==> src/rtl/instr_fetch_ctrl.sv <==
`default_nettype none
// ============================================================================
// Module      : instr_fetch_ctrl
// Description : Fetch sequencer feeding a prefetch FIFO (pc + instruction)
//               to decode, with redirect flush and end-of-memory stop.
// Revision    : 1.0 - initial release
// ============================================================================
module instr_fetch_ctrl #(
  parameter int          DEPTH     = 4,
  parameter logic [31:0] RESET_PC  = 32'h0000_0000,
  parameter int          MEM_WORDS = 32
) (
  input  logic                       clk_i,
  input  logic                       rst_i,
  output logic [31:0]                imem_addr_o,
  input  logic [31:0]                imem_instr_i,
  input  logic                       redirect_i,
  input  logic [31:0]                redirect_pc_i,
  output logic [31:0]                instr_o,
  output logic [31:0]                pc_o,
  output logic                       valid_o,
  input  logic                       ready_i,
  output logic [$clog2(DEPTH+1)-1:0] count_o,
  output logic                       stopped_o
);

  localparam int              PW      = (DEPTH > 1) ? $clog2(DEPTH) : 1;
  localparam int              CW      = $clog2(DEPTH + 1);
  localparam logic [32:0]     C_LIMIT = 33'(MEM_WORDS) * 33'd4;
  localparam logic [CW-1:0]   C_DEPTH = CW'(DEPTH);

  typedef enum logic [0:0] {
    RUN  = 1'b0,
    STOP = 1'b1
  } state_e;

  state_e        state_q, state_d;
  logic [31:0]   fetch_pc_q, fetch_pc_d;
  logic [PW-1:0] rd_ptr_q, rd_ptr_d;
  logic [PW-1:0] wr_ptr_q, wr_ptr_d;
  logic [CW-1:0] count_q, count_d;
  logic [31:0]   instr_q [DEPTH];
  logic [31:0]   pc_q    [DEPTH];

  logic          w_push;
  logic          w_pop;
  logic [31:0]   w_target;
  logic          w_target_ok;
  logic [32:0]   w_pc_inc;
  logic          w_unused_lsbs;

  assign w_unused_lsbs = ^redirect_pc_i[1:0];
  assign w_target      = {redirect_pc_i[31:2], 2'b00};
  assign w_target_ok   = ({1'b0, w_target} < C_LIMIT);
  // 33-bit increment so the end-of-memory compare can never wrap
  assign w_pc_inc      = {1'b0, fetch_pc_q} + 33'd4;

  assign valid_o     = (count_q != '0) & ~redirect_i;
  assign w_pop       = valid_o & ready_i;
  assign w_push      = (state_q == RUN) & ((count_q < C_DEPTH) | w_pop) & ~redirect_i;

  assign imem_addr_o = fetch_pc_q;
  assign instr_o     = instr_q[rd_ptr_q];
  assign pc_o        = pc_q[rd_ptr_q];
  assign count_o     = count_q;
  assign stopped_o   = (state_q == STOP);

  always_comb begin
    state_d    = state_q;
    fetch_pc_d = fetch_pc_q;
    rd_ptr_d   = rd_ptr_q;
    wr_ptr_d   = wr_ptr_q;
    count_d    = count_q;
    if (redirect_i) begin
      fetch_pc_d = w_target;
      rd_ptr_d   = '0;
      wr_ptr_d   = '0;
      count_d    = '0;
      state_d    = w_target_ok ? RUN : STOP;
    end else begin
      if (w_push) begin
        fetch_pc_d = w_pc_inc[31:0];
        wr_ptr_d   = wr_ptr_q + PW'(1);
        if (w_pc_inc >= C_LIMIT) begin
          state_d = STOP;
        end
      end
      if (w_pop) begin
        rd_ptr_d = rd_ptr_q + PW'(1);
      end
      case ({w_push, w_pop})
        2'b10:   count_d = count_q + CW'(1);
        2'b01:   count_d = count_q - CW'(1);
        default: count_d = count_q;
      endcase
    end
  end

  always_ff @(posedge clk_i or negedge rst_i) begin
    if (!rst_i) begin
      state_q    <= RUN;
      fetch_pc_q <= RESET_PC;
      rd_ptr_q   <= '0;
      wr_ptr_q   <= '0;
      count_q    <= '0;
      for (int i = 0; i < DEPTH; i++) begin
        instr_q[i] <= '0;
        pc_q[i]    <= '0;
      end
    end else begin
      state_q    <= state_d;
      fetch_pc_q <= fetch_pc_d;
      rd_ptr_q   <= rd_ptr_d;
      wr_ptr_q   <= wr_ptr_d;
      count_q    <= count_d;
      if (w_push) begin
        instr_q[wr_ptr_q] <= imem_instr_i;
        pc_q[wr_ptr_q]    <= fetch_pc_q;
      end
    end
  end

endmodule
`default_nettype wire

==> config.mk <==
export PLATFORM = sky130hd
export DESIGN_NAME = instr_fetch_ctrl
export DESIGN_NICKNAME = d
export VERILOG_FILES = /design/src/rtl/instr_fetch_ctrl.sv
export SDC_FILE = /design/constraint.sdc
export NUM_CORES = 1
export LEC_CHECK = 0
export ABC_AREA = 1
export BUFFER_PORTS_ARGS = -buffer_cell sky130_fd_sc_hd__buf_2
export CAP_MARGIN = 5
export CORE_AREA = 2 2 264 136
export DETAILED_ROUTE_END_ITERATION = 10
export DIE_AREA = 0 0 266 138
export PLACE_DENSITY = 0.63
export SETUP_SLACK_MARGIN = 0.2
export SLEW_MARGIN = 20
export SYNTH_ARGS = -nofsm -noshare
export SYNTH_HDL_FRONTEND = slang
export SYNTH_SLANG_ARGS = --single-unit
export TNS_END_PERCENT = 5
==> constraint.sdc <==
create_clock -name clk_i -period 2.2 [get_ports clk_i]
set_input_delay 0.11 -clock clk_i [delete_from_list [all_inputs] [get_ports clk_i]]
set_output_delay 0.11 -clock clk_i [all_outputs]
set_load 0.01 [all_outputs]
# --- Yosys cells after proc, flatten, opt, wreduce, memory -nomap -nowiden ---
# Index checks and enable logic that the tools add are counted.
classes:
  mux: 22
  n_addsub: 5
  bitwise_logic: 9
  n_reduce_logical: 7
  n_lt_le_gt_ge: 6
  eq_ne: 2
op_table:
  columns: ["cell", "n"]
  rows:
  - ["128-bit bitwise mux", 2]
  - ["32-bit two-way mux", 7]
  - ["32-bit binary-select mux with 2-bit select", 2]
  - ["32-bit demux with 2-bit select", 1]
  - ["32-bit by 3-bit adder with 33-bit output (second input constant)", 1]
  - ["33-bit by 8-bit greater-or-equal comparator with 1-bit output (second input constant)", 1]
  - ["32-bit by 8-bit less-than comparator with 1-bit output (second input constant)", 1]
  - ["2-bit two-way mux", 4]
  - ["3-bit greater-or-equal comparator (second input constant)", 2]
  - ["2-bit inverter with 3-bit output", 2]
  - ["3-bit case mux with 2 select lines", 1]
  - ["2-bit nonzero test", 3]
  - ["3-bit nonzero test", 2]
  - ["2-bit by 1-bit adder with 2-bit output (second input constant)", 2]
  - ["1-bit AND", 4]
  - ["1-bit two-way mux", 4]
  - ["3-bit by 1-bit adder with 3-bit output (second input constant)", 1]
  - ["3-bit by 1-bit less-than comparator with 1-bit output (second input constant)", 1]
  - ["3-bit less-than comparator (second input constant)", 1]
  - ["3-bit two-way mux", 1]
  - ["3-bit by 1-bit subtractor with 3-bit output (second input constant)", 1]
  - ["2-bit by 1-bit equality test with 1-bit output (second input constant)", 1]
  - ["2-bit equality test (second input constant)", 1]
  - ["1-bit inverter", 2]
  - ["other kinds (3)", 3]
totals:
  elab_cells: 64
  regBits: 296
  in_bits: 68

# --- Logic depth before layout (Yosys ltp) ---
# Gate-level depths: netlist of the first run.
logic_depth:
  ltp_word: 9
  ltp_mapped: 15
  ltp_nobuf: 14

# --- Worst setup path after synthesis of the first run ---
# OpenSTA, ideal clock, no wires.
synth_path:
  path_kind: "register to register"
  from: "register count_q[2] (netlist: count_o[2])"
  to: "register pc_q[127] (netlist bit)"
  stages_incl_launch_ff: 9
  setup_slack_ns: 0.175
  n_path_buf: 1
  required_ns: 2.072
  setup_ns: 0.128
  period_less_slack_ns: 2.025
  t_arrival_ns: 1.897
  path_cell_list: "dfrtp_1 -> inv_2 -> a31oi_4 -> nand2_2 -> a21oi_4 -> nand2_4 -> nor2_8 -> buf_6 -> mux2_1"
synth_between:
  elab_chain_len: 6
  elab_cells_between_ends: 7
  classes_between: "1 x order compare; 5 x bitwise; 1 x reduce/logical"
synth_rtl:
  columns: ["element", "line", "source"]
  rows:
  - ["from (decl)", "41", "logic [CW-1:0] count_q, count_d;"]
  - ["from (signal assigned)", "115", "count_q <= count_d;"]
  - ["3-bit nonzero test", "58", "assign valid_o = (count_q != '0) & ~redirect_i;"]
  - ["1-bit AND", "58", null]
  - ["named net valid_o", "21", "output logic valid_o,"]
  - ["1-bit AND", "59", "assign w_pop = valid_o & ready_i;"]
  - ["1-bit OR", "60", "assign w_push = (state_q == RUN) & ((count_q < C_DEPTH) | w_pop) & ~redirect_i;"]
  - ["1-bit AND (2 in a row)", "60", null]
  - ["to (signal, indexed assignment)", "118", "pc_q[wr_ptr_q] <= fetch_pc_q;"]
  - ["to (decl)", "43", "logic [31:0] pc_q [DEPTH];"]
# The timed path passes the listed nets, and every way through them passes these cells.
# A chain may end at the register's enable or synchronous reset.

# --- Final worst setup path of the first run ---
layout_path:
  from: "register count_q[2] (netlist: count_o[2])"
  to: "register instr_q[15] (netlist bit)"
layout_between:
  elab_chain_len: 6
  elab_cells_between_ends: 7
  classes_between: "1 x order compare; 5 x bitwise; 1 x reduce/logical"
layout_rtl:
  columns: ["element", "line", "source"]
  rows:
  - ["3-bit nonzero test", "58", null]
  - ["1-bit AND", "58", null]
  - ["1-bit AND", "59", null]
  - ["1-bit OR (*)", "60", null]
  - ["1-bit AND (*) (2 in a row)", "60", null]
  - ["to (signal, indexed assignment)", "117", "instr_q[wr_ptr_q] <= imem_instr_i;"]
  - ["to (decl)", "42", "logic [31:0] instr_q [DEPTH];"]
# Every way passes the cells marked *; elsewhere a longest branch is shown, timed or not.

==> summary.txt, run 1 <==
Hold path
  • Hold-critical path endpoint: rd_ptr_q[0]
  • Min-Delay Path Depth: 4
  • Worst Hold Class: in2reg
  • Worst hold start: ready_i

Yosys
  • Top-area cell type share of the netlist area: 52.6%
  • Post-Syn Area: about 0.014 sq mm
  • Register area share after synthesis: a little over half
  • Synth Flop Type: dfrtp_1
  • Synth area leaders: dfrtp_1 53%, mux2_1 12%, nor2_1 8.1%, o21ai_0 4.9%, nand2_1 4.6%
  • Number of synthesized register bits: around 290
  • Post-synth EDFFs: 0
  • Synth area leader: dfrtp_1
  • Post-Syn Area per Cell: about 9.5 sq um
  • Synth unique cells: 36
  • Cells after Synth: around 1400
  • Synth Warn #: 0
  • FFs w/ async S/R, synth: 100%

Worst setup path
  • Worst R2R Start: count_o[2]
  • R2R setup slack: between 100 and 150 ps
  • CP arrival: about 2500 ps
  • Path depth of the worst reg2reg path: 9
  • WS Path Type: reg2reg
  • Reg2Reg Capture Point: instr_q[15]
  • Setup crit start kind: flip-flop
  • Critical path capture point type: flip-flop
  • Crit Path Max Fanout: 10
  • Req. time, crit path: approximately 2600 ps

STA
  • Setup violations, final: 0
  • Max Clk Rate: ~480 MHz
  • Final setup TNS: 0 ps
  • Tmin final: 2070 ps
  • Slew of the pin with the lowest slew margin: between 600 and 700 ps
  • RSZ-0062 raised after global routing: true
  • Final slew viol count: 0
  • Min setup slack post-route: approximately 130 ps
  • Relative slew slack: a little under three fifths
  • Final Hold Vio Count: 0
  • Final period util: between 90% and 100%
  • Clock skew: roughly 21 ps

Pwr
  • Pwr Density: between 600 and 700 mW/mm^2
  • Peak VDD IR: between 0.4 and 0.5 mV
  • Leakage: 8.21 nW

Route
  • Detailed Route Iter0 Violations: between 1000 and 1500
  • 1st-pass router iterations: 6
  • Via count: 11500
  • Post-route ant nets: 0
  • Final wirelength: approximately 42000 microns
  • Via density: approximately 5.3
  • WL/cell: around 19 microns
  • DR DRC count: 0

Floorplan
  • Die Ht: 138 microns
  • FP Rows: just under 50
  • Core Region: approximately 0.035 sq mm
  • Die area: around 0.037 sq mm
  • Initial Util: between 30% and 40%
  • Die span in x: approximately 270 microns
  • Top-Level Pins: between 150 and 200

Global routing
  • Initial antenna violation count: 0
  • Largest net degree at the start of global routing: 69
  • Tot GR Track Use: around 22%
  • Grt ovf: 0
  • Vias in the first global route: between 10000 and 15000
  • First-pass GRT wire length: between 60000 and 70000 microns

Clock network
  • TritonCTS buffer count: 28
  • CTS tree: built
  • # clock sinks: 286
  • Worst skew pair latency: ~560 ps
  • Htree depth: 1
  • Clock slew seen by the registers of the worst setup and hold paths: about 70 ps
  • CTS Buffer Depth: 3
  • Clock root buffer: clkbuf_16

Layout
  • Most frequent cells in the layout: 278 x nor2_1, 277 x dfrtp_1, 167 x nand2_1
  • Most common cell after layout, fill and taps aside: nor2_1
  • Area Overhead vs Synth: 28.3%
  • Ratio of cells with drive above 1 in the final layout: 20.2%
  • Final net count: about 1800

Run
  • Max Cap Viol: 0

Placed design
  • Worst slack, placed: 91.2 ps
  • GPL Wtd Cong: a little over 0.9
  • Detailed Place HPWL: between 20000 and 30000 microns
  • PortBufs: around 160

Outcome
  • Status: finished clean
## registers in the layout, indices dropped and copies added (netlist names)
signal	flops
count_o	3
instr_q	128
rd_ptr_q	2
imem_addr_o	30
wr_ptr_q	2
stopped_o	1
pc_q	120
## layer usage
layer | GRT usage, % | vias up | part of all wire, %
met3 | 4.88 | 50 | 6.9
met4 | 3.90 | 0 | 1.5
met5 | 0 | - | 0
li1 | - | 5422 | -
met2 | 32.5 | 361 | 42
met1 | 34.0 | 5677 | 49
## kinds of logic after synthesis
kind of cell    synth area share (%)
compound gates                  13.6
xor+xnor                       0.708
fa+ha+maj                      0.607
buf+inv                         5.50
flops                           52.6
mux                             11.9
other cells                   0.0275
simple gates                    15.1
## report_power, final
part | leakage, nW | internal, mW | switching [mW]
clock | 0.455 | 2.76 | 2.11
combinational | 4.23 | 0.570 | 0.814
sequential | 3.53 | 5.58 | 0.212
total | 8.21 | 8.91 | 3.14
## stage by stage
step | total power, mW | utilization (%) | cells | area (sq um) | hold WS, ps
3_3_place_gp | 7.11 | 43.7 | 2036 | 15200 | 135
6_report | 12.1 | 50.1 | 2180 | 17500 | 35.2
4_1_cts | 12.2 | 49.0 | 2162 | 17100 | 9.49
5_1_grt | 12.6 | 50.1 | 2179 | 17500 | 41.2
3_5_place_dp | 7.15 | 43.7 | 2036 | 15200 | 138
2_1_floorplan | 6.45 | - | 1440 | 13600 | -186
## repair_timing
action / CTS / global route
cloned: 4 / 8
pin swaps: 4 / 5
hold endpoints to repair: 325 / 0
gates resized for setup: 21 / 40
setup buffers: 7 / 9
hold buffers: 64 / 0
setup endpoints to repair: 236 / 258
## worst max-delay path by stage
stage / startpoint / to / depth (start not counted)
floorplan: count_o[0] / pc_q[127] / 8
global placement: imem_addr_o[11] / stopped_o / 13
detailed placement: imem_addr_o[11] / stopped_o / 13
CTS: rd_ptr_q[0] / pc_o[23] / 5
global route: count_o[0] / pc_q[4] / 9
finish: count_o[2] / instr_q[15] / 9
## critical path, cell delays in order (launching register included)
cell and delay [ps]:
dfrtp_2 370, inv_2 50, a31oi_4 180, nand2_2 100
a21oi_4 240, nand2_8 160, nor2_8 190, buf_4 140
buf_12 150, mux2_1 340
## cell type report
| class | count | area, sq um |
|---|---|---|
| antenna | 1 | 2.50 |
| clock buffer | 40 | 837 |
| clock inverter | 11 | 95.1 |
| fill | 3207 | 17400 |
| inverter | 58 | 238 |
| multi-input combinational | 1004 | 5830 |
| sequential | 286 | 7170 |
| tap | 459 | 574 |
| timing repair buffer | 321 | 2710 |
## synthesized netlist by cell type, types with 12 or more instances
| cell type | number |
|---|---|
| a21oi_1 | 106 |
| o211ai_1 | 13 |
| mux2_1 | 144 |
| o22ai_1 | 63 |
| nand3_1 | 26 |
| o21ai_0 | 132 |
| buf_6 | 16 |
| buf_2 | 15 |
| nand2_1 | 168 |
| inv_1 | 54 |
| buf_4 | 12 |
| nor2_1 | 292 |
| clkbuf_1 | 48 |
| o221ai_1 | 12 |
| dfrtp_1 | 286 |
(Power assumes the default switching activity.)
==> run 2, diff against run 1 <==
- PLACE_DENSITY: 0.63 -> default
- PLACE_DENSITY_LB_ADDON: default -> 0.08
==> summary.txt, run 2 (synthesis results as in run 1) <==
Route
  • 1st-pass router iterations: 7
  • Final wirelength: 47100 microns
  • Post-route ant nets: 0
  • Via density: between 5 and 6
  • DR DRC count: 0
  • Detailed Route Iter0 Violations: 802
  • WL/cell: around 21 microns
  • Via count: roughly 12000

Global routing
  • Vias in the first global route: approximately 11000
  • First-pass GRT wire length: 68100 microns
  • Grt ovf: 0
  • Largest net degree at the start of global routing: 75
  • Initial antenna violation count: 0
  • Tot GR Track Use: about 24%

Worst setup path
  • Top delay family on crit path: simple AND/OR/NAND/NOR gates
  • WS Path Type: reg2reg
  • CP arrival: approximately 2500 ps
  • Worst R2R Start: count_o[0]
  • R2R setup slack: ~130 ps
  • WP depth: 9
  • Critical path capture point type: flip-flop
  • Max incr delay on CP: between 300 and 400 ps
  • Buffers & Inverters on Critical Path: 2
  • Slowest-stage cell, CP: dfrtp_1
  • Setup crit start kind: flip-flop
  • Path depth of the worst reg2reg path: 9
  • Crit Path Max Fanout: 5
  • Req. time, crit path: around 2600 ps
  • Cell Chain, Critical Path: inv_2 -> a31oi_4 -> nand2_2 -> buf_4 -> nor2_1 -> fa_1 -> xnor2_2 -> xor2_1 -> o22ai_1
  • Reg2Reg Capture Point: count_o[2]

STA
  • Final Hold Vio Count: 0
  • Setup violations, final: 0
  • Clock skew: 20.9 ps
  • Slew of the pin with the lowest slew margin: roughly 770 ps
  • Hold WS: roughly 70 ps
  • Final period util: a little over nine tenths
  • RSZ-0062 raised after global routing: true
  • Tmin final: about 2100 ps
  • Max Clk Rate: 483 MHz
  • Final setup TNS: 0 ps
  • Min setup slack post-route: between 100 and 150 ps
  • Final slew viol count: 0
  • Relative slew slack: roughly half

Clock network
  • CTS tree: built
  • Htree depth: 1
  • TritonCTS buffer count: 28
  • Worst skew pair latency: around 580 ps
  • Clock root buffer: clkbuf_16
  • Clock slew seen by the registers of the worst setup and hold paths: 70 ps
  • # clock sinks: 286
  • CTS Buffer Depth: 3

Floorplan
  • Die Ht: 138 microns
  • Top-Level Pins: between 150 and 200
  • Initial Util: between 30 and 40%
  • Die area: 0.0367 sq mm
  • Core Region: 0.0348 sq mm
  • Die span in x: 266 microns
  • FP Rows: 49

Pwr
  • Pwr Density: between 600 and 700 mW/mm^2
  • Internal power: between 9 and 10 mW
  • Peak VDD IR: between 0.5 and 0.6 mV
  • Sw Ratio: 26.2%
  • Part of the power in registers: 46.4%
  • Final Power: around 12 mW
  • Comb power frac: a little under an eighth
  • Clock share of power: approximately two fifths
  • NetSw: about 3.3 mW
  • Leakage: roughly 8.7 nW

Placed design
  • Detailed Place HPWL: 27600 microns
  • GPL Wtd Cong: 0.937
  • Placed cell areas: 0.0154 sq mm
  • Worst slack, placed: 19.9 ps
  • Placed cell count: ~2100
  • PortBufs: 162

Layout
  • Final non-filler cell total: 2239
  • Area Overhead vs Synth: 36.3%
  • Final Util: a little over half
  • Post-route cell area: approximately 0.019 sq mm
  • Most frequent cells in the layout: 276 x dfrtp_1, 251 x nor2_1, 161 x buf_2
  • Antenna diodes: 0
  • Largest register FFs: around 130
  • Ratio of cells with drive above 1 in the final layout: between 20% and 30%
  • Final net count: 1833
  • Most flop-heavy register: instr_q
  • Most common cell after layout, fill and taps aside: dfrtp_1

Hold path
  • Hold-critical path endpoint: rd_ptr_q[0]
  • Worst Hold Class: in2reg
  • Min-Delay Path Depth: 4
  • Worst hold start: ready_i

Outcome
  • Status: finished clean

Run
  • Max Cap Viol: 0
==> run 2: cell types whose count changed in the layout (fill, tap and decap cells not counted), sizes merged <==
cell and change:
buf +57, clkbuf +6, clkinv -4, bufinv +2, clkinvlp -1, diode -1
dlygate4sd3 -1, inv +1
==> run 2: area by class of cell <==
cell class | instances | area, sq um
Clock buffer | 42 | 843
Clock inverter | 9 | 144
Fill cell | 3244 | 16300
Inverter | 58 | 235
Multi-Input combinational cell | 1004 | 6070
Sequential cell | 286 | 7170
Tap cell | 459 | 574
Timing Repair Buffer | 381 | 3520
==> run 2: worst max-delay path by stage <==
| stage | startpoint | end |
|---|---|---|
| 6_report | count_o[0] | count_o[2] |
| 5_1_grt | count_o[0] | count_o[2] |
| 4_1_cts | rd_ptr_q[0] | instr_o[2] |
| 3_5_place_dp | count_o[0] | pc_q[24] |
| 3_3_place_gp | imem_addr_o[3] | stopped_o |
| 2_1_floorplan | count_o[0] | pc_q[127] |
==> run 2: layer usage <==
metal,track usage (%),share of wire [%]
met1,39.2,51
met2,34.0,41
met3,3.97,5.5
met4,4.17,1.6
met5,0,0
==> run 2: worst min-delay path, stage by stage <==
cell and delay, ps:
buf_2 100, nand2_2 90, buf_4 180, o21ai_0 100
==> run 2: power groups by stage <==
stage	logic (mW)	clock network (mW)	registers, mW
4_1_cts	1.43	5.34	5.77
5_1_grt	1.63	5.56	5.83
2_1_floorplan	0.607	0	5.84
3_3_place_gp	1.33	0	5.85
3_5_place_dp	1.34	0	5.86
6_report	1.49	5.20	5.80
==> run 2: repair_timing <==
item / in CTS / in global routing
hold buffers: 63 / 0
buffers inserted: 10 / 29
gates cloned: 10 / 14
pin swaps: 3 / 26
endpoints found under the hold margin: 224 / 0
endpoints found under the setup margin: 243 / 265
gates resized for setup: 43 / 143
